[src/rtl/vdp_pkg.sv]
// Shared video-pipeline types: palette write entry, fill sequencer and byte-phase states.
// Pure declarations, no logic.
package vdp_pkg;

  localparam int PAL_ADDR_W = 9;
  localparam int PAL_DATA_W = 24;

  typedef struct packed {
    logic [PAL_ADDR_W-1:0] addr;
    logic [PAL_DATA_W-1:0] rgb;
  } pal_wr_t;

  typedef enum logic [1:0] {
    FILL_IDLE,
    FILL_WAIT,
    FILL_RUN
  } fill_state_t;

  typedef enum logic [1:0] {
    PH_R,
    PH_G,
    PH_B
  } byte_phase_t;

endpackage

[src/rtl/sync_fifo.sv]
// Generic single-clock FIFO with fall-through read data (head visible while !empty).
// Push ignored when full, pop ignored when empty; simultaneous push/pop keeps the count.
module sync_fifo #(
  parameter int WIDTH = 8,
  parameter int DEPTH = 4
) (
  input  logic             clk,
  input  logic             rst,
  input  logic             push,
  input  logic [WIDTH-1:0] push_dat,
  input  logic             pop,
  output logic [WIDTH-1:0] pop_dat,
  output logic             full,
  output logic             empty
);

  localparam int AW = $clog2(DEPTH);

  logic [WIDTH-1:0] mem [DEPTH];
  logic [AW-1:0]    wr_ptr;
  logic [AW-1:0]    rd_ptr;
  logic [AW:0]      count;
  logic             do_push;
  logic             do_pop;

  assign full    = (count == (AW+1)'(DEPTH));
  assign empty   = (count == '0);
  assign do_push = push && !full;
  assign do_pop  = pop && !empty;
  assign pop_dat = mem[rd_ptr];

  always_ff @(posedge clk) begin
    if (do_push) begin
      mem[wr_ptr] <= push_dat;
    end
  end

  // Pointers wrap naturally because DEPTH is a power of two.
  always_ff @(posedge clk) begin
    if (rst) begin
      wr_ptr <= '0;
      rd_ptr <= '0;
      count  <= '0;
    end else begin
      if (do_push) wr_ptr <= wr_ptr + AW'(1);
      if (do_pop)  rd_ptr <= rd_ptr + AW'(1);
      case ({do_push, do_pop})
        2'b10:   count <= count + (AW+1)'(1);
        2'b01:   count <= count - (AW+1)'(1);
        default: count <= count;
      endcase
    end
  end

endmodule

[src/rtl/palette_write_ctrl.sv]
// Palette RAM write side: assembles host R,G,B bytes into entries and commits them only in blanking.
// B byte to pal_we is 2 cycles minimum; wr_ready drops only while the commit FIFO is full.
module palette_write_ctrl
  import vdp_pkg::*;
#(
  parameter int DEPTH   = 4,
  parameter int ENTRIES = 512
) (
  input  logic                  clk_pix,
  input  logic                  rst_pix,
  input  logic                  de,
  input  logic                  wr_valid,
  output logic                  wr_ready,
  input  logic                  wr_index,
  input  logic [PAL_ADDR_W-1:0] wr_data,
  input  logic                  clr_start,
  input  logic [PAL_DATA_W-1:0] clr_colour,
  output logic                  clr_busy,
  output logic                  clr_done,
  output logic                  pal_we,
  output logic [PAL_ADDR_W-1:0] pal_addr,
  output logic [PAL_DATA_W-1:0] pal_wdata,
  output logic                  pending
);

  localparam logic [PAL_ADDR_W-1:0] FILL_LAST = PAL_ADDR_W'(ENTRIES - 1);

  logic [PAL_ADDR_W-1:0] cur_index;
  byte_phase_t           phase;
  logic [7:0]            red;
  logic [7:0]            grn;

  fill_state_t           fill_state;
  logic [PAL_DATA_W-1:0] fill_colour;
  logic [PAL_ADDR_W-1:0] fill_cnt;

  pal_wr_t push_entry;
  pal_wr_t head_entry;
  logic    fifo_full;
  logic    fifo_empty;
  logic    host_hs;
  logic    push;
  logic    pop;

  assign wr_ready   = !fifo_full;
  assign host_hs    = wr_valid && wr_ready;
  assign push       = host_hs && !wr_index && (phase == PH_B);
  assign push_entry = '{addr: cur_index, rgb: {red, grn, wr_data[7:0]}};

  // Queued writes never interleave with a running fill; de gates commits combinationally.
  assign pop = !de && !fifo_empty && (fill_state != FILL_RUN);

  assign pending = !fifo_empty || (fill_state != FILL_IDLE) || (phase != PH_R);

  sync_fifo #(
    .WIDTH ($bits(pal_wr_t)),
    .DEPTH (DEPTH)
  ) u_commit_fifo (
    .clk      (clk_pix),
    .rst      (rst_pix),
    .push     (push),
    .push_dat (push_entry),
    .pop      (pop),
    .pop_dat  (head_entry),
    .full     (fifo_full),
    .empty    (fifo_empty)
  );

  // Byte assembly; a new index discards any partially received colour.
  always_ff @(posedge clk_pix) begin
    if (rst_pix) begin
      cur_index <= '0;
      phase     <= PH_R;
      red       <= '0;
      grn       <= '0;
    end else if (host_hs) begin
      if (wr_index) begin
        cur_index <= wr_data;
        phase     <= PH_R;
      end else begin
        case (phase)
          PH_R: begin
            red   <= wr_data[7:0];
            phase <= PH_G;
          end
          PH_G: begin
            grn   <= wr_data[7:0];
            phase <= PH_B;
          end
          PH_B: begin
            cur_index <= cur_index + PAL_ADDR_W'(1);
            phase     <= PH_R;
          end
          default: phase <= PH_R;
        endcase
      end
    end
  end

  // Fill sequencer and the registered palette write port share one block so the
  // two write sources are arbitrated in one place.
  always_ff @(posedge clk_pix) begin
    if (rst_pix) begin
      fill_state  <= FILL_IDLE;
      fill_colour <= '0;
      fill_cnt    <= '0;
      clr_busy    <= 1'b0;
      clr_done    <= 1'b0;
      pal_we      <= 1'b0;
      pal_addr    <= '0;
      pal_wdata   <= '0;
    end else begin
      clr_done <= 1'b0;
      pal_we   <= 1'b0;

      if (pop) begin
        pal_we    <= 1'b1;
        pal_addr  <= head_entry.addr;
        pal_wdata <= head_entry.rgb;
      end

      case (fill_state)
        FILL_IDLE: begin
          if (clr_start) begin
            fill_colour <= clr_colour;
            clr_busy    <= 1'b1;
            fill_state  <= FILL_WAIT;
          end
        end
        FILL_WAIT: begin
          // Let everything queued ahead of the fill request commit first.
          if (fifo_empty) begin
            fill_cnt   <= '0;
            fill_state <= FILL_RUN;
          end
        end
        FILL_RUN: begin
          if (!de) begin
            pal_we    <= 1'b1;
            pal_addr  <= fill_cnt;
            pal_wdata <= fill_colour;
            fill_cnt  <= fill_cnt + PAL_ADDR_W'(1);
            if (fill_cnt == FILL_LAST) begin
              clr_done   <= 1'b1;
              clr_busy   <= 1'b0;
              fill_state <= FILL_IDLE;
            end
          end
        end
        default: fill_state <= FILL_IDLE;
      endcase
    end
  end

endmodule

[config.mk]
export PLATFORM = sky130hd
export DESIGN_NAME = palette_write_ctrl
export DESIGN_NICKNAME = d
export VERILOG_FILES = /design/src/rtl/vdp_pkg.sv /design/src/rtl/sync_fifo.sv /design/src/rtl/palette_write_ctrl.sv
export SDC_FILE = /design/constraint.sdc
export NUM_CORES = 1
export LEC_CHECK = 0
export CAP_MARGIN = 15
export CELL_PAD_IN_SITES_DETAIL_PLACEMENT = 1
export CELL_PAD_IN_SITES_GLOBAL_PLACEMENT = 1
export CORE_ASPECT_RATIO = 0.9
export CORE_MARGIN = 10
export CORE_UTILIZATION = 53
export CTS_BUF_LIST = sky130_fd_sc_hd__clkbuf_8
export DETAILED_ROUTE_END_ITERATION = 16
export DONT_BUFFER_PORTS = 1
export MAX_ROUTING_LAYER = met4
export PLACE_DENSITY_LB_ADDON = 0.25
export SLEW_MARGIN = 10
export SYNTH_ARGS = -nofsm -noshare
export SYNTH_HDL_FRONTEND = slang
export SYNTH_SLANG_ARGS = --single-unit
[constraint.sdc]
create_clock -name clk_pix -period 4.6 [get_ports clk_pix]
set_clock_uncertainty 0.2 [all_clocks]
set_input_delay 0.92 -clock clk_pix [delete_from_list [all_inputs] [get_ports clk_pix]]
set_output_delay 0.92 -clock clk_pix [all_outputs]
set_load 0.1 [all_outputs]
---- After elaboration in Yosys (flattened, before gate mapping) ----
Memory sizes are Yosys's and may differ from the RTL's. A register that Yosys moved wholly into a read port is not among the register bits.
Index checks and enable logic that the tools add are counted.
word-level totals
  memories kept ........................... 1
  bits in registers ....................... 105
  RAM bits ................................ 132
cells by class
  bitwise operators ....................... 2
  mux-type cells .......................... 31
  equal/unequal tests ..................... 13
  reductions and logical operators ........ 30
  add/sub/neg operators ................... 6
memories
  name               words  bits a word  read ports  clocked after Yosys merged registers in  write ports  RTL line         text
  u_commit_fifo.mem  4      33           1           1                                        1            sync_fifo.sv:19  logic [WIDTH-1:0] mem [DEPTH];
operators with widths
  operator                                                               count
  24-bit two-way mux                                                     3
  9-bit two-way mux                                                      7
  9-bit by 1-bit adder with 9-bit output, second input constant          2
  9-bit case mux with 2 select lines                                     1
  2-bit two-way mux                                                      7
  2-bit nonzero test                                                     6
  9-bit equality test, second input constant                             1
  1-bit two-way mux                                                      9
  3-bit AND reduction                                                    3
  2-bit != test, second input constant                                   4
  4-bit AND reduction                                                    2
  1-bit logical AND                                                      7
  2-bit by 1-bit equality test with 1-bit output, second input constant  3
  2-bit equality test, second input constant                             3
  2-bit case mux with 3 select lines                                     1
  3-bit case mux with 2 select lines                                     1
  2-bit by 1-bit adder with 2-bit output, second input constant          2
  1-bit logical NOT                                                      4
  2-bit logical NOT                                                      2
  2-bit case mux with 2 select lines                                     1
  2-bit AND reduction                                                    2
  3-bit by 1-bit adder with 3-bit output, second input constant          1
  3-bit equality test, second input constant                             1
  3-bit logical NOT                                                      1
  6 further kinds                                                        8

---- Longest topological paths before layout ----
Gate-level depths: netlist (run 1).
  word-level depth ........................ 8
  gate-level depth with buffers ........... 10

---- Cells and area by module ----
Synthesis (run 1) repeated with hierarchy kept, for this count alone.
unflattened totals
  cell total of the unflattened synthesis .. 691
  area, all modules ....................... 9414.0 sq um
by module, submodules not included
  module              instances  area each (sq um)  seq. area each (sq um)  cells an instance
  sync_fifo           1          5296.3             4144.0                  227
  palette_write_ctrl  1          4117.7             1961.9                  464

---- Worst setup path before layout (run 1) ----
OpenSTA, ideal clock, no wires.
  path kind ............................... input port to flip-flop
  start ................................... in wr_index
  end ..................................... mem u_commit_fifo.mem[0][0] (netlist name) (enable)
  setup slack ............................. 1711 ps
  path buffers ............................ 1
  stages .................................. 3
  library setup time ...................... 393 ps
  data required time ...................... 4007 ps
  arrival time ............................ 2296 ps
  cells stage by stage .................... buf_2 > nor3b_1 > and3_1
between the ends
  word-level cells in the longest chain between the ends .. 6
ends and longest elaborated chain
  item                                     RTL line                  text
  from (decl)                              palette_write_ctrl.sv:14  input logic wr_index,
  1-bit logical NOT                        palette_write_ctrl.sv:47  assign push = host_hs && !wr_index && (phase == PH_B);
  1-bit logical AND (2 in a row)           palette_write_ctrl.sv:47
  1-bit logical AND                        sync_fifo.sv:28           assign do_push = push && !full;
  1-bit two-way mux                        sync_fifo.sv:33           if (do_push) begin
  1-bit two-way mux (not written as such)  sync_fifo.sv:34           mem[wr_ptr] <= push_dat;
  to (decl)                                sync_fifo.sv:19
No other way between the ends.

---- Final worst setup path (run 1) ----
  start ................................... reg u_commit_fifo.count[0]
  end ..................................... out pending
between the ends
  word-level cells in the longest chain between the ends .. 4
ends and longest elaborated chain
  item                           RTL line                  text
  from (decl)                    sync_fifo.sv:22           logic [AW:0] count;
  from (signal assigned)         sync_fifo.sv:48           2'b10: count <= count + (AW+1)'(1);
  from (signal assigned)         sync_fifo.sv:49           2'b01: count <= count - (AW+1)'(1);
  from (signal assigned)         sync_fifo.sv:50           default: count <= count;
  3-bit logical NOT              sync_fifo.sv:27           assign empty = (count == '0);
  1-bit logical NOT              palette_write_ctrl.sv:53  assign pending = !fifo_empty || (fill_state != FILL_IDLE) || (phase != PH_R);
  1-bit logical OR (2 in a row)  palette_write_ctrl.sv:53
  to (decl)                      palette_write_ctrl.sv:23  output logic pending
No other way between the ends.

==> run metrics, run 1 <==
Total Wirelength 22690 um; final hold slack 0.2536 ns; outcome complete, no violations; Synth Area in XOR/XNOR 0.005637; Final Net Count 774; clock buffer count from CTS 38; top-area cell type share of the netlist area 0.4252; worst r2r dst u_commit_fifo.count[2]; Rel. slew slack 0.2872; Synth Area in Adders 0.01288; clock buffer depth 3; R2R Path Start fill_state[0]; final hold violation count 0; Placement Setup Slack 1.173 ns; Worst setup startpoint u_commit_fifo.count[0]; Avg Inst Size Synth 12.86 um2; Ys Warns 0; critical path type flip-flop to output pin; leakage 3.522 nW; HPWL reported at the end of detailed placement 14980 um; Ant. Diodes 0; GRT met1 Usage 0.2482; Simple-Gate Fraction of Synth Area 0.1099; Synth Flop Type edfxtp_1; Routed Antenna Nets 0; Placement Rows 45; Synth area leaders edfxtp_1 (43%), dfxtp_1 (23%), mux4_2 (8.0%); htree depth 2; Multi-input gate area 2945 um2; CTS tree built; Area growth syn-to-layout 9.489%; Setup Total Neg Slack 0 ns; I/O Buffers 0; post-synthesis mux area share 0.09905; CTS Sinks 239; register area share after synthesis 0.6549; Die ar. 23300 um2; worst reg2reg path depth 9; 1st-pass router iterations 6; gate count of the mapped netlist 725; synth unique cells 54; sequential cell area 6108 um2; share of post-route cells with drive strength above 1 0.1393; Worst Hold Class flip-flop to flip-flop; number of global-route vias before repair 6042; compound-cell area share of the yosys netlist 0.08818; CTS Hold Bufs 0; cell taking the most area after synthesis edfxtp_1; met2 usage 0.3025; fin crit period 3.268 ns; Overflow after GRT 0; vias 5797; crit path capture type output pin; pwr dens 436.3 nW/um2; Worst EP required 3.48 ns; DR DRC count 0; Setup-failing EPs final 0; Final GP Congestion 0.8180; Core Box Area 17060 um2; Root Buffer clkbuf_8; Worst VDD drop 201.2 uV; DRT iter0 DRCs 446; RSZ-0062 raised after global routing no; initial antenna violation count 0; largest family of logic cells by synthesized area simple AND/OR/NAND/NOR gates; Clock Latency Late Sink 0.52 ns; global-route wire length before repair 35510 um; largest net degree at the start of global routing 76; Reg clk slew, reported paths 0.06 ns; mapped cell area 9323 um2; Overall Power 4.453 mW; EDFF count, synth 132; CTS resizes 0; final slew viol count 0; post-DR vias/cell 5.861; CP arrival 2.15 ns; fin util 0.5983; Syn Nets 773; CP endpoint pending; met3 Use GR 0.06439; Setup WS post-layout 1.332 ns; final period utilization 0.7104; MaxCap Viol Count 0; register bit total from synthesis 239; DR WL/cell 22.94 um; FMAX 306.0 MHz; R2R Setup Slk 1.47 ns; I/O pin cnt 77; total track usage 0.1961; Hold Crit Start fill_colour[11]; maximum fanout along the worst path 6; Layout fillers 1701; setup bufs post-CTS 0; Least-Margin Pin Slew 1.066 ns; Most Crowded Layer GR met2; initial core utilization 0.5465; Die X 159.8 um; Async SR Flop Fraction 0; Die Y 145.8 um; Worst setup SP type flip-flop
## critical path: stages (launching register included)
cell	delay (ns)
dfxtp_1	0.35
nor3_2	0.40
nand3_1	0.88
## cell usage after synthesis, types with 6 or more instances
cell,instances
o21ai_0,33
dfxtp_1,107
nand3_1,7
mux2i_1,18
nand4_1,6
ha_1,8
buf_2,16
edfxtp_1,132
a31oi_1,25
nor2_1,51
buf_4,6
mux4_2,33
a311oi_1,8
inv_1,9
clkbuf_1,16
nand2_1,135
and3_1,6
a21oi_1,41
## cells by family after synthesis
group	Yosys count
buffers and inverters	55
DFF	239
and+or+nand+nor	232
adders and majority gates	9
xor gates and xnor gates	6
AOI/OAI and AO/OA	133
muxes	51
## registers in the layout, indices dropped and copies added, names as in the netlist, 3 cells and up, named ones only
| name | flops |
|---|---|
| fill_cnt | 9 |
| pal_addr | 9 |
| red | 8 |
| grn | 8 |
| cur_index | 9 |
| u_commit_fifo.count | 3 |
| fill_colour | 24 |
| pal_wdata | 24 |
| u_commit_fifo.mem | 132 |
## through the flow
stage / std cells / instance area, um2
global route: 989 / 10210
global placement: 921 / 9430
CTS: 989 / 10200
detailed placement: 921 / 9430
finish: 989 / 10210
floorplan: 725 / 9323
## cells in the final DEF, fill, tap and decap left out, drive strengths merged, types with 4 or more instances in the layout
cell type  count
mux4          33
a31oi         25
clkinv         5
inv           27
nand4          6
o21ai         35
and3           6
nand2        135
buf            6
edfxtp       132
or3            4
nor2          51
mux2i         18
nor3           5
nand3          8
a311oi         8
dfxtp        107
clkbuf        44
ha             8
xor2           4
a21oi         42
o31ai          4
## worst min-delay path by stage
stage,to,slack (ns),cells past startpoint
after floorplan,fill_colour[0],0.23,2
after global placement,fill_colour[5],0.24,2
after global routing,fill_colour[16],0.24,1
after CTS,fill_colour[23],0.25,1
final,fill_colour[11],0.25,2
after detailed placement,fill_colour[11],0.25,2
## cell type report
class / instances / area share
Clock inverter: 24 / 0.01655
Inverter: 10 / 0.003923
Multi-Input combinational cell: 431 / 0.2886
Timing Repair Buffer: 6 / 0.004413
Tap cell: 235 / 0.02881
Sequential cell: 239 / 0.5984
Clock buffer: 44 / 0.05933
## layer usage
metal  vias to the layer above  routed length [um]  part of all wire
met3                        24                1866             0.082
li1                       2669                   -                 -
met1                      2922                9817              0.43
met4                         0                 234             0.010
met2                       182               10770              0.47
met5                         -                   0                 0
## power breakdown
part	leakage (nW)	switching, mW	internal [mW]
registers	2.07	0.185	2.29
clock network	0.454	0.817	0.994
logic	0.999	0.107	0.0570
total	3.52	1.11	3.34
Power figures use the tool's default switching activity.
==> inputs of run 2 (changes only) <==
==> constraint.sdc (replaced) <==
create_clock -name clk_pix -period 3.3 [get_ports clk_pix]
set_clock_uncertainty 0.2 [all_clocks]
set_input_delay 0.66 -clock clk_pix [delete_from_list [all_inputs] [get_ports clk_pix]]
set_output_delay 0.66 -clock clk_pix [all_outputs]
set_load 0.1 [all_outputs]
==> run metrics, run 2 (synthesis results as in run 1) <==
crit path max-delay cell type or3b_1; Setup Total Neg Slack 0 ns; Int Power 4.634 mW; DRT iter0 DRCs 541; max reg flops 132; 1st-pass router iterations 5; Die Y 145.8 um; global-route wire length before repair 37410 um; Least-Margin Pin Slew 1.052 ns; Sequential Power Share 0.556; Die ar. 23300 um2; setup bufs post-CTS 0; share of post-route cells with drive strength above 1 0.1397; Ant. Diodes 0; Worst setup SP type flip-flop; RSZ-0062 raised after global routing no; Worst EP required 3.54 ns; switching pwr 1.572 mW; Total Wirelength 24410 um; maximum fanout along the worst path 8; FMAX 354.4 MHz; crit path capture type flip-flop; number of global-route vias before repair 6301; I/O pin cnt 77; fin util 0.6094; I/O Buffers 0; DR DRC count 0; Core Box Area 17060 um2; Critical Path, Cell by Cell or3b_1, nand3_1, ha_1, inv_1, fa_1, xor2_1, or3_1, a21oi_1; CTS tree built; leakage 3.613 nW; critical path type flip-flop to flip-flop; fin crit period 2.822 ns; most frequent cells in the layout nand2_1 (135), edfxtp_1 (132), dfxtp_1 (106); post-DR vias/cell 5.991; clock buffer depth 3; HPWL reported at the end of detailed placement 14640 um; Placement Setup Slack 0.4807 ns; final hold violation count 0; Final GP Congestion 0.7853; Rel. slew slack 0.2975; Reg clk slew, reported paths 0.06 ns; Area growth syn-to-layout 11.52%; outcome complete, no violations; Overall Power 6.206 mW; Largest Register u_commit_fifo.mem; CP arrival 3.06 ns; vias 6039; Net Sw Frac 0.2534; Setup-failing EPs final 0; initial core utilization 0.5465; Clock Latency Late Sink 0.53 ns; Die X 159.8 um; placed insts 925; Gate power share 0.044; final period utilization 0.8550; CTS Sinks 239; clock power share 0.400; Regs by FF count u_commit_fifo.mem (132), fill_colour (24), pal_wdata (24); DR WL/cell 24.22 um; final slew viol count 0; commonest non-fill, non-tap cell in the layout nand2_1; Final Net Count 792; pwr dens 597.0 nW/um2; clock buffer count from CTS 39; Placement Rows 45; R2R Setup Slk 0.48 ns; total track usage 0.2087; non-filler cells, final 1008; Overflow after GRT 0; initial antenna violation count 0; Setup WS post-layout 0.4784 ns; Worst Hold Class input pin to flip-flop; Crit path largest cell delay 0.51 ns; htree depth 2; largest net degree at the start of global routing 63; Root Buffer clkbuf_8; Routed Antenna Nets 0; Worst VDD drop 298.0 uV; MaxCap Viol Count 0
## run 2: cell types whose count changed in the layout (fill, tap and decap cells not counted)
cell,before,now
dlygate4sd3_1,0,10
buf_12,0,5
clkinv_1,1,4
buf_4,6,8
clkbuf_8,44,46
inv_1,24,26
inv_6,2,0
bufinv_16,2,1
clkinv_2,3,2
clkinv_8,1,0
dfxtp_1,105,106
dfxtp_2,2,1
or3b_2,0,1
or3b_4,1,0
## run 2: worst paths after layout
path,start,to,cells past startpoint
max,u_commit_fifo.count[2],u_commit_fifo.count[2],8
max reg2reg,u_commit_fifo.count[2],u_commit_fifo.count[2],8
min reg2reg,fill_colour[4],fill_colour[4],2
min,wr_data[0],u_commit_fifo.mem[0][0],0
## run 2: area by class of cell
class / count / area [um2]
multi-input combinational: 431 / 2943
clock buffer: 46 / 633.1
inverter: 10 / 40.04
timing repair buffer: 23 / 260.3
sequential: 239 / 6107
fill: 1692 / 6664
tap: 235 / 294.0
clock inverter: 24 / 118.9
## run 2: per-stage QoR
stage,instance area (um2),hold slack [ns]
final,10400,0.02731
after global routing,10400,-0.0001790
after CTS,10350,0.00004641
after global placement,9484,0.2338
after detailed placement,9484,0.2426
after floorplan,9323,0.2332
## run 2: routing by layer
layer | track usage | wire (um) | up-vias
li1 | - | - | 2708
met1 | 0.2640 | 10580 | 3083
met2 | 0.3213 | 11460 | 207
met3 | 0.05818 | 1901 | 41
met4 | 0.06468 | 465 | 0
met5 | - | 0 | -
## run 2: critical path, delay by kind of cell, from the launching register on
kind	cells	cell delay, ns
AOI/OAI and AO/OA	1	0.21
xor gates and xnor gates	1	0.17
adders and majority gates	2	0.59
buffers and inverters	1	0.06
DFF	1	0.41
and+or+nand+nor	3	1.07
## run 2: repair_timing
item | CTS | global route
hold buffers | 9 | 3
gates resized for setup | 0 | 0
endpoints found under the hold margin | 54 | 6
## run 2: power by group through the flow
stage | registers, mW | logic [mW] | clock network, mW
after floorplan | 3.49 | 0.206 | 0
after global placement | 3.50 | 0.220 | 0
after detailed placement | 3.51 | 0.233 | 0
after CTS | 3.45 | 0.268 | 2.54
after global routing | 3.46 | 0.304 | 2.68
final | 3.45 | 0.275 | 2.48
